[src/rtl/au_arbiter_if.sv]
// Requester-side request/response bus and AU-side operand/result bus
// for the shared arithmetic-unit arbiter.
interface au_arbiter_if #(
    parameter int W    = 24,
    parameter int NREQ = 4,
    parameter int IDW  = 2
);
    logic [NREQ-1:0]   req_valid;
    logic [NREQ-1:0]   req_ready;
    logic [2*NREQ-1:0] req_op;
    logic [2*NREQ-1:0] req_muly;
    logic [W*NREQ-1:0] req_r;
    logic [W*NREQ-1:0] req_s;
    logic [W*NREQ-1:0] req_imm;

    logic [NREQ-1:0]   rsp_valid;
    logic [W-1:0]      rsp_data;
    logic              rsp_err;
    logic [IDW-1:0]    rsp_id;

    logic              au_start;
    logic [W-1:0]      au_r;
    logic [W-1:0]      au_s;
    logic [W-1:0]      au_imm;
    logic [1:0]        au_op_sel;
    logic [1:0]        au_mul_y_sel;
    logic [W-1:0]      au_result;
    logic              au_done;
    logic              au_busy;

    modport slave (
        input  req_valid, req_op, req_muly, req_r, req_s, req_imm,
        output req_ready,
        output rsp_valid, rsp_data, rsp_err, rsp_id,
        output au_start, au_r, au_s, au_imm, au_op_sel, au_mul_y_sel,
        input  au_result, au_done, au_busy
    );

    modport master (
        output req_valid, req_op, req_muly, req_r, req_s, req_imm,
        input  req_ready,
        input  rsp_valid, rsp_data, rsp_err, rsp_id,
        input  au_start, au_r, au_s, au_imm, au_op_sel, au_mul_y_sel,
        output au_result, au_done, au_busy
    );
endinterface

[src/rtl/au_arbiter.sv]
// Round-robin arbiter sharing one arithmetic unit among NREQ requesters,
// with operand hold across the AU operation and a completion watchdog.
module au_arbiter #(
    parameter int W    = 24,
    parameter int NREQ = 4,
    parameter int IDW  = 2,
    parameter int TMO  = 64
) (
    input  logic          clk,
    input  logic          rst,
    au_arbiter_if.slave   bus,
    output logic          arb_busy
);
    localparam int PW  = (NREQ > 1) ? $clog2(NREQ) : 1;
    localparam int WDW = $clog2(TMO);

    typedef enum logic [1:0] {IDLE, ISSUE, WAIT, RESP} state_t;

    state_t         state;
    logic [PW-1:0]  ptr;
    logic [PW-1:0]  gid;
    logic [WDW-1:0] wd;
    logic [PW-1:0]  gnt;
    logic [PW-1:0]  cand;
    logic           gnt_ok;
    logic           au_busy_unused;

    assign au_busy_unused = bus.au_busy;
    assign arb_busy = (state != IDLE);

    // Walk from farthest to nearest so the candidate right after ptr wins.
    always_comb begin
        gnt_ok = 1'b0;
        gnt    = '0;
        cand   = '0;
        for (int k = NREQ; k >= 1; k--) begin
            cand = PW'((int'(ptr) + k) % NREQ);
            if (bus.req_valid[cand]) begin
                gnt_ok = 1'b1;
                gnt    = cand;
            end
        end
    end

    always_comb begin
        bus.req_ready = '0;
        if (state == IDLE && gnt_ok && !rst)
            bus.req_ready[gnt] = 1'b1;
    end

    always_ff @(posedge clk) begin
        if (rst) begin
            state            <= IDLE;
            ptr              <= PW'(NREQ - 1);
            gid              <= '0;
            wd               <= '0;
            bus.rsp_valid    <= '0;
            bus.rsp_data     <= '0;
            bus.rsp_err      <= 1'b0;
            bus.rsp_id       <= '0;
            bus.au_start     <= 1'b0;
            bus.au_r         <= '0;
            bus.au_s         <= '0;
            bus.au_imm       <= '0;
            bus.au_op_sel    <= '0;
            bus.au_mul_y_sel <= '0;
        end else begin
            bus.au_start  <= 1'b0;
            bus.rsp_valid <= '0;
            unique case (state)
                IDLE: begin
                    if (gnt_ok) begin
                        bus.au_r         <= bus.req_r[W*gnt +: W];
                        bus.au_s         <= bus.req_s[W*gnt +: W];
                        bus.au_imm       <= bus.req_imm[W*gnt +: W];
                        bus.au_op_sel    <= bus.req_op[2*gnt +: 2];
                        bus.au_mul_y_sel <= bus.req_muly[2*gnt +: 2];
                        bus.rsp_id       <= IDW'(gnt);
                        gid              <= gnt;
                        bus.au_start     <= 1'b1;
                        state            <= ISSUE;
                    end
                end
                ISSUE: begin
                    wd    <= '0;
                    state <= WAIT;
                end
                WAIT: begin
                    wd <= wd + 1'b1;
                    // A completion in the watchdog's last cycle still counts.
                    if (bus.au_done) begin
                        bus.rsp_data  <= bus.au_result;
                        bus.rsp_err   <= 1'b0;
                        bus.rsp_valid <= NREQ'(1) << gid;
                        state         <= RESP;
                    end else if (wd == WDW'(TMO - 1)) begin
                        bus.rsp_data  <= '0;
                        bus.rsp_err   <= 1'b1;
                        bus.rsp_valid <= NREQ'(1) << gid;
                        state         <= RESP;
                    end
                end
                RESP: begin
                    ptr   <= gid;
                    state <= IDLE;
                end
                default: state <= IDLE;
            endcase
        end
    end
endmodule
[src/flat_wrapper.sv]
// flat-port wrapper written by rule: the top's interface ports become plain ports
module au_arbiter_flat 
#(
    parameter int W    = 24,
    parameter int NREQ = 4,
    parameter int IDW  = 2,
    parameter int TMO  = 64
)
  (clk, rst, arb_busy, bus_req_valid, bus_req_op, bus_req_muly, bus_req_r, bus_req_s, bus_req_imm, bus_req_ready, bus_rsp_valid, bus_rsp_data, bus_rsp_err, bus_rsp_id, bus_au_start, bus_au_r, bus_au_s, bus_au_imm, bus_au_op_sel, bus_au_mul_y_sel, bus_au_result, bus_au_done, bus_au_busy);
  au_arbiter_if #(.W(W), .NREQ(NREQ), .IDW(IDW)) bus_i ();
  input  logic clk;
  input  logic rst;
  output logic arb_busy;
  input wire logic [$bits(bus_i.req_valid)-1:0] bus_req_valid;
  input wire logic [$bits(bus_i.req_op)-1:0] bus_req_op;
  input wire logic [$bits(bus_i.req_muly)-1:0] bus_req_muly;
  input wire logic [$bits(bus_i.req_r)-1:0] bus_req_r;
  input wire logic [$bits(bus_i.req_s)-1:0] bus_req_s;
  input wire logic [$bits(bus_i.req_imm)-1:0] bus_req_imm;
  output wire logic [$bits(bus_i.req_ready)-1:0] bus_req_ready;
  output wire logic [$bits(bus_i.rsp_valid)-1:0] bus_rsp_valid;
  output wire logic [$bits(bus_i.rsp_data)-1:0] bus_rsp_data;
  output wire logic [$bits(bus_i.rsp_err)-1:0] bus_rsp_err;
  output wire logic [$bits(bus_i.rsp_id)-1:0] bus_rsp_id;
  output wire logic [$bits(bus_i.au_start)-1:0] bus_au_start;
  output wire logic [$bits(bus_i.au_r)-1:0] bus_au_r;
  output wire logic [$bits(bus_i.au_s)-1:0] bus_au_s;
  output wire logic [$bits(bus_i.au_imm)-1:0] bus_au_imm;
  output wire logic [$bits(bus_i.au_op_sel)-1:0] bus_au_op_sel;
  output wire logic [$bits(bus_i.au_mul_y_sel)-1:0] bus_au_mul_y_sel;
  input wire logic [$bits(bus_i.au_result)-1:0] bus_au_result;
  input wire logic [$bits(bus_i.au_done)-1:0] bus_au_done;
  input wire logic [$bits(bus_i.au_busy)-1:0] bus_au_busy;
  assign bus_i.req_valid = bus_req_valid;
  assign bus_i.req_op = bus_req_op;
  assign bus_i.req_muly = bus_req_muly;
  assign bus_i.req_r = bus_req_r;
  assign bus_i.req_s = bus_req_s;
  assign bus_i.req_imm = bus_req_imm;
  assign bus_req_ready = bus_i.req_ready;
  assign bus_rsp_valid = bus_i.rsp_valid;
  assign bus_rsp_data = bus_i.rsp_data;
  assign bus_rsp_err = bus_i.rsp_err;
  assign bus_rsp_id = bus_i.rsp_id;
  assign bus_au_start = bus_i.au_start;
  assign bus_au_r = bus_i.au_r;
  assign bus_au_s = bus_i.au_s;
  assign bus_au_imm = bus_i.au_imm;
  assign bus_au_op_sel = bus_i.au_op_sel;
  assign bus_au_mul_y_sel = bus_i.au_mul_y_sel;
  assign bus_i.au_result = bus_au_result;
  assign bus_i.au_done = bus_au_done;
  assign bus_i.au_busy = bus_au_busy;
  au_arbiter #(.W(W), .NREQ(NREQ), .IDW(IDW), .TMO(TMO)) u_core (.clk(clk), .rst(rst), .bus(bus_i), .arb_busy(arb_busy));
endmodule
[config.mk]
export PLATFORM = sky130hd
export DESIGN_NAME = au_arbiter_flat
export DESIGN_NICKNAME = d
export VERILOG_FILES = /design/src/rtl/au_arbiter_if.sv /design/src/rtl/au_arbiter.sv /design/src/flat_wrapper.sv
export SDC_FILE = /design/constraint.sdc
export NUM_CORES = 1
export LEC_CHECK = 0
export CAP_MARGIN = 10
export CORE_AREA = 5 5 172 174
export DETAILED_ROUTE_END_ITERATION = 10
export DIE_AREA = 0 0 177 179
export MAX_ROUTING_LAYER = met4
export PLACE_DENSITY = 0.64
export SLEW_MARGIN = 5
export SYNTH_ARGS = -nofsm -noshare
export SYNTH_HDL_FRONTEND = slang
export SYNTH_SLANG_ARGS = --single-unit
export TNS_END_PERCENT = 100
[constraint.sdc]
create_clock -name clk -period 3.2 [get_ports clk]
set_clock_uncertainty 0.2 [all_clocks]
set_input_delay 0.96 -clock clk [delete_from_list [all_inputs] [get_ports clk]]
set_output_delay 0.96 -clock clk [all_outputs]
set_load 0.005 [all_outputs]
Word-level counts from Yosys, hierarchy flattened
Index checks and enable logic that the tools add are counted.

cells by class
  $add $sub $neg = 5
  order comparisons = 6
  shifts and indexed selects = 6
  equality and inequality tests = 6
  $mul = 1
  reductions and logical operators = 13
  bitwise gates (word level) = 2
  multiplexer cells = 31

operators by type and width
  operator                                                                 number
  96-bit by 8-bit variable part select with 24-bit output                  3
  24-bit 2-to-1 mux                                                        2
  8-bit by 4-bit variable part select with 2-bit output                    2
  2-bit by 3-bit < comparator with 1-bit output, second input constant     5
  2-bit 2-to-1 mux                                                         7
  1-bit 2-to-1 mux                                                         12
  4-bit 2-to-1 mux                                                         3
  6-bit case mux with 2 select lines                                       1
  1-bit binary-select mux with 2-bit select                                4
  2-bit case mux with 4 select lines                                       1
  6-bit by 1-bit adder with 6-bit output, second input constant            1
  6-bit equality test, second input constant                               1
  2-bit AND reduction                                                      3
  2-bit nonzero test                                                       3
  2-bit by 1-bit adder with 2-bit output, second input constant            2
  2-bit adder, second input constant                                       2
  2-bit equality test, second input constant                               2
  2-bit by 2-bit multiplier with 4-bit output, first input constant        1
  2-bit OR reduction                                                       2
  1-bit by 2-bit left shift with 4-bit output, first input constant        1
  1-bit logical AND                                                        3
  3-bit by 2-bit inequality test with 1-bit output, second input constant  1
  1-bit demux with 2-bit select                                            1
  2-bit by 1-bit equality test with 1-bit output, second input constant    1
  5 further kinds                                                          6

storage, ports and cells
  input bits = 336
  register bits after elaboration = 118
  logic and storage cells = 83
  output and inout port bits = 113

Longest topological paths before layout
  depth in word-level cells = 12
  depth in mapped cells = 9

Worst setup path after synthesis
Ideal clock, no wire load.

  path type = input-to-output
  from = input bus_req_valid[0]
  to = output bus_req_ready[0]
  cell stages on the path = 7
  setup slack = -0.024 ns
  path buffers = 2
  data required time = 2.040 ns
  data arrival time = 2.064 ns
  cells stage by stage = inv_1 -> a22o_1 -> a211oi_2 -> buf_6 -> buf_6 -> inv_2 -> nor2_1

between the ends
  cells in the longest elaborated chain, start to end = 11
  elaborated cells between the ends (all ways) = 24
  classes of those cells = 2 x order compare; 19 x mux; 3 x reduce/logical

RTL lines
  item                                                                                                                                                        line                RTL
  start, declared                                                                                                                                             flat_wrapper.sv:14  input wire logic [$bits(bus_i.req_valid)-1:0] bus_req_valid;
  1-bit binary-select mux with 2-bit select                                                                                                                   au_arbiter.sv:38    if (bus.req_valid[cand]) begin
  1-bit 2-to-1 mux (implied by the code)                                                                                                                      au_arbiter.sv:38
  2-bit 2-to-1 mux (4 in a row)                                                                                                                               au_arbiter.sv:38
  2-bit by 3-bit < comparator with 1-bit output (implied by the code) / 2-bit by 1-bit greater-or-equal comparator with 1-bit output (equally long branches)  au_arbiter.sv:48    bus.req_ready[gnt] = 1'b1;
  1-bit logical AND (implied by the code)                                                                                                                     au_arbiter.sv:48
  1-bit 2-to-1 mux (implied by the code)                                                                                                                      au_arbiter.sv:48
  1-bit demux with 2-bit select                                                                                                                               n/a
  4-bit 2-to-1 mux (*)                                                                                                                                        au_arbiter.sv:47    if (state == IDLE && gnt_ok && !rst)
  end, declared                                                                                                                                               flat_wrapper.sv:20  output wire logic [$bits(bus_i.req_ready)-1:0] bus_req_ready;

Mark *: on every way between the ends. The rest lies on a longest branch, timed or not. The select of a mux whose other input is x is not followed.

Worst setup path after layout
  from = input bus_req_valid[1]
  to = output bus_req_ready[2]

Same word-level chain as after synthesis.

==> flow_summary_export.csv <==
group,metric,value,unit
yosys,yosys-top-cells-area,"dfxtp_1 (36%), mux2i_1 (24%), o221ai_2 (18%)",
drt,num_vias,6390,
floorplanning,ios,449,
drt,drt_first_iter_violations,261,
drt,ant_nets,0,
layout,syn_to_final_growth,84.13,%
clock_network,clkLatencyLatePin,410,ps
placed_design,postPlaceCellArea,11270,µm²
placed_design,gp_congestion,0.8197,
clock_network,cts_buffer_depth,2,
run_status,status,"finished clean",
hold_path,hold_class,"flip-flop to flip-flop",
yosys,syn_avg_cell_area,10.87,µm²
drt,wire_per_inst,19.00,µm
clock_network,cts-buffers-inserted,17,
yosys,synth-compound-area-share,22.19,%
power,p_leak,4.762,nW
placed_design,hpwl,21130,µm
worst_setup_path,ff2ff_path_depth,9,
sta,finalHoldViolCount,0,
global_routing,grt_max_degree,76,
sta,relSlewSlack,39.99,%
yosys,yosysWarningCount,0,
hold_path,hold-path-cell-count,2,
placed_design,dp_cells,1395,
sta,tightest_slew,900.1,ps
yosys,synth_seq_cells,118,
worst_setup_path,crit_type,"primary input to output port",
drt,dr.pass1.iters,4,
clock_network,cts-htree-levels,4,
clock_network,clockRootBuffer,"clkbuf_16",
yosys,syn_area,6511,µm²
worst_setup_path,cp.arrival,2010,ps
clock_network,tritoncts,"yes",
sta,finalCritPeriodShare,99.15,%
worst_setup_path,required,2040,ps
layout,fin_nets,1383,
placed_design,numPortBuffers,447,
drt,avgViaCountPerCell,4.456,
global_routing,grt_pass1_wl,39140,µm
layout,final-instance-count-excl-fill,1434,
clock_network,postCtsHoldBufs,0,
yosys,synth_top_area_share,36.28,%
power,power_density,638.9,nW/µm²
global_routing,grt_pass1_vias,6690,
sta,min_period,3173,ps
worst_setup_path,critPathLaunchType,"primary input",
floorplanning,dieHeight,179,µm
floorplanning,start_util,23.57,%
yosys,synth-xor-area-share,0.4035,%
layout,multi_input_area,3737,µm²
yosys,syn_nets,940,
sta,drv_slew,0,
worst_setup_path,worstPathMaxFanout,5,
yosys,syn-instance-count,599,
drt,drc,0,
global_routing,grt_util_all_layers,16.47,%
sta,setup_viol_count_final,0,
yosys,synth_simple_gate_area_share,8.955,%
global_routing,antenna_found_initial,1,
layout,layout-drive-gt1-share,14.69,%
yosys,synth_cell_types,39,
sta,max_clock_freq,0.3152,GHz
yosys,synth-adder-area-share,0.9608,%
floorplanning,dieWidth,177,µm
floorplanning,core_area,27630,µm²
sta,setup_tns,0,ps
yosys,synth_top_family_by_area,"multiplexers",
clock_network,clk_pin_slew,60,ps
sta,rsz0062_at_grt,"true",
job,cap_violations,0,
yosys,synth_area_leader_cell,"dfxtp_1",
layout,seq_area,2362,µm²
floorplanning,dieArea,31680,µm²
drt,drt_wl_total,27240,µm
global_routing,overflow,0,
power,vdd_drop_max,340.0,µV
layout,fillers,2697,
floorplanning,rows,61,
clock_network,clock-sinks,118,
power,finalPower,7.660,mW
layout,design_area,11990,µm²
yosys,synthMuxAreaShare,23.83,%
worst_setup_path,endpoint_kind,"output port",
yosys,ys_seq_area_share,36.28,%
-- synthesized netlist by cell type --
library cell  number
nor4b_1            2
o22ai_1            1
buf_12            10
clkbuf_1          14
nor4_2             1
nand2_1           82
a22oi_1           24
inv_2              2
nand3b_1           1
nor3_1             2
dfxtp_1          118
nor4bb_1           1
o21ai_0            2
a21oi_1            5
xor2_1             3
nor2_1            37
nor4_1             1
buf_1              7
nor2_2             1
inv_1              7
a22o_1             2
or3_1              1
a21oi_2            1
a211oi_2           1
ha_1               5
nand2b_1           4
nand3_1            2
nand4_1            2
a31oi_1            1
buf_6              2
and3_1             1
o211ai_1           1
buf_2             11
buf_8              4
mux2i_1          155
o221ai_2          76
buf_4              4
and2_1             1
a211oi_1           4
-- per-layer routing --
metal / routed length [µm] / GRT usage [%]
met5: 0 / -
met4: 429 / 4.159
met3: 2444 / 5.947
met2: 13630 / 28.05
met1: 10730 / 18.49
-- worst max-delay path: stages --
cell	delay [ps]
buf_8	110
a22o_1	260
a211oi_4	260
buf_4	160
inv_2	40
nor2_2	90
buf_2	130
-- cell usage in the layout (no fill, tap or decap), drive strengths merged, types with 2 or more instances in the layout --
cell	netlist	routed
inv	9	10
a21oi	6	6
nor4	2	2
nor2	38	38
o21ai	2	2
nand3	2	2
o221ai	76	76
nor3	2	2
buf	38	35
nand2b	4	4
a22o	2	2
nand4	2	2
clkbuf	14	23
clkinvlp	0	2
a211oi	5	5
dfxtp	118	118
bufinv	0	5
clkdlybuf4s50	0	438
nor4b	2	2
clkinv	0	3
xor2	3	3
mux2i	155	155
ha	5	5
a22oi	24	24
nand2	82	82
-- worst paths after layout --
path / slack, ps / startpoint / to
max: 30 / bus_req_valid[1] / bus_req_ready[2]
min: 260 / u_core.bus.rsp_err$_SDFFE_PP0P_ / u_core.bus.rsp_err$_SDFFE_PP0P_
max reg2reg: 400 / u_core.ptr[0]$_SDFFE_PP1N_ / u_core.bus.au_s[23]$_SDFFE_PP0P_
min reg2reg: 260 / u_core.bus.rsp_err$_SDFFE_PP0P_ / u_core.bus.rsp_err$_SDFFE_PP0P_
-- power by group --
part	switching (mW)	internal [mW]	total (mW)
registers	0.259	1.93	2.19
logic	1.42	1.89	3.31
clock network	0.735	1.43	2.16
-- repair_timing --
action                                 CTS  global route
gates resized for setup                 36             8
setup endpoints to repair               76             6
pin swaps                                3             5
endpoints found under the hold margin    0             0
buffers inserted                         6             0
-- through the flow --
stage               hold slack [ps]  setup WS [ps]  util, %
floorplan                     250.4          10.33        -
global route                  281.2         -22.76    43.39
global placement              243.5         -699.0    40.78
CTS                           264.3          23.59    43.33
finish                        257.4          27.10    43.39
detailed placement            245.3         -718.5    40.78
-- cells by family after synthesis --
| kind of cell | Yosys count |
|---|---|
| adders and majority gates | 5 |
| and+or+nand+nor | 139 |
| AOI/OAI and AO/OA | 118 |
| xor gates and xnor gates | 3 |
| DFF | 118 |
| buffers and inverters | 61 |
| muxes | 155 |
-- cell type report --
| type | instances | share of cell area (%) |
|---|---|---|
| Timing Repair Buffer | 476 | 39.40 |
| Tap cell | 378 | 3.945 |
| Sequential cell | 118 | 19.70 |
| Inverter | 9 | 0.2818 |
| Clock inverter | 11 | 1.638 |
| Multi-Input combinational cell | 420 | 31.17 |
| Antenna cell | 1 | 0.02087 |
| Clock buffer | 21 | 3.841 |
-- state kept, by name (all words and copies together) (netlist names), 4 cells and up --
name / cells
u_core.wd: 6
u_core.bus.au_imm: 24
u_core.bus.au_r: 24
u_core.bus.rsp_valid: 4
u_core.bus.au_s: 24
u_core.bus.rsp_data: 24
(Power assumes the default switching activity.)
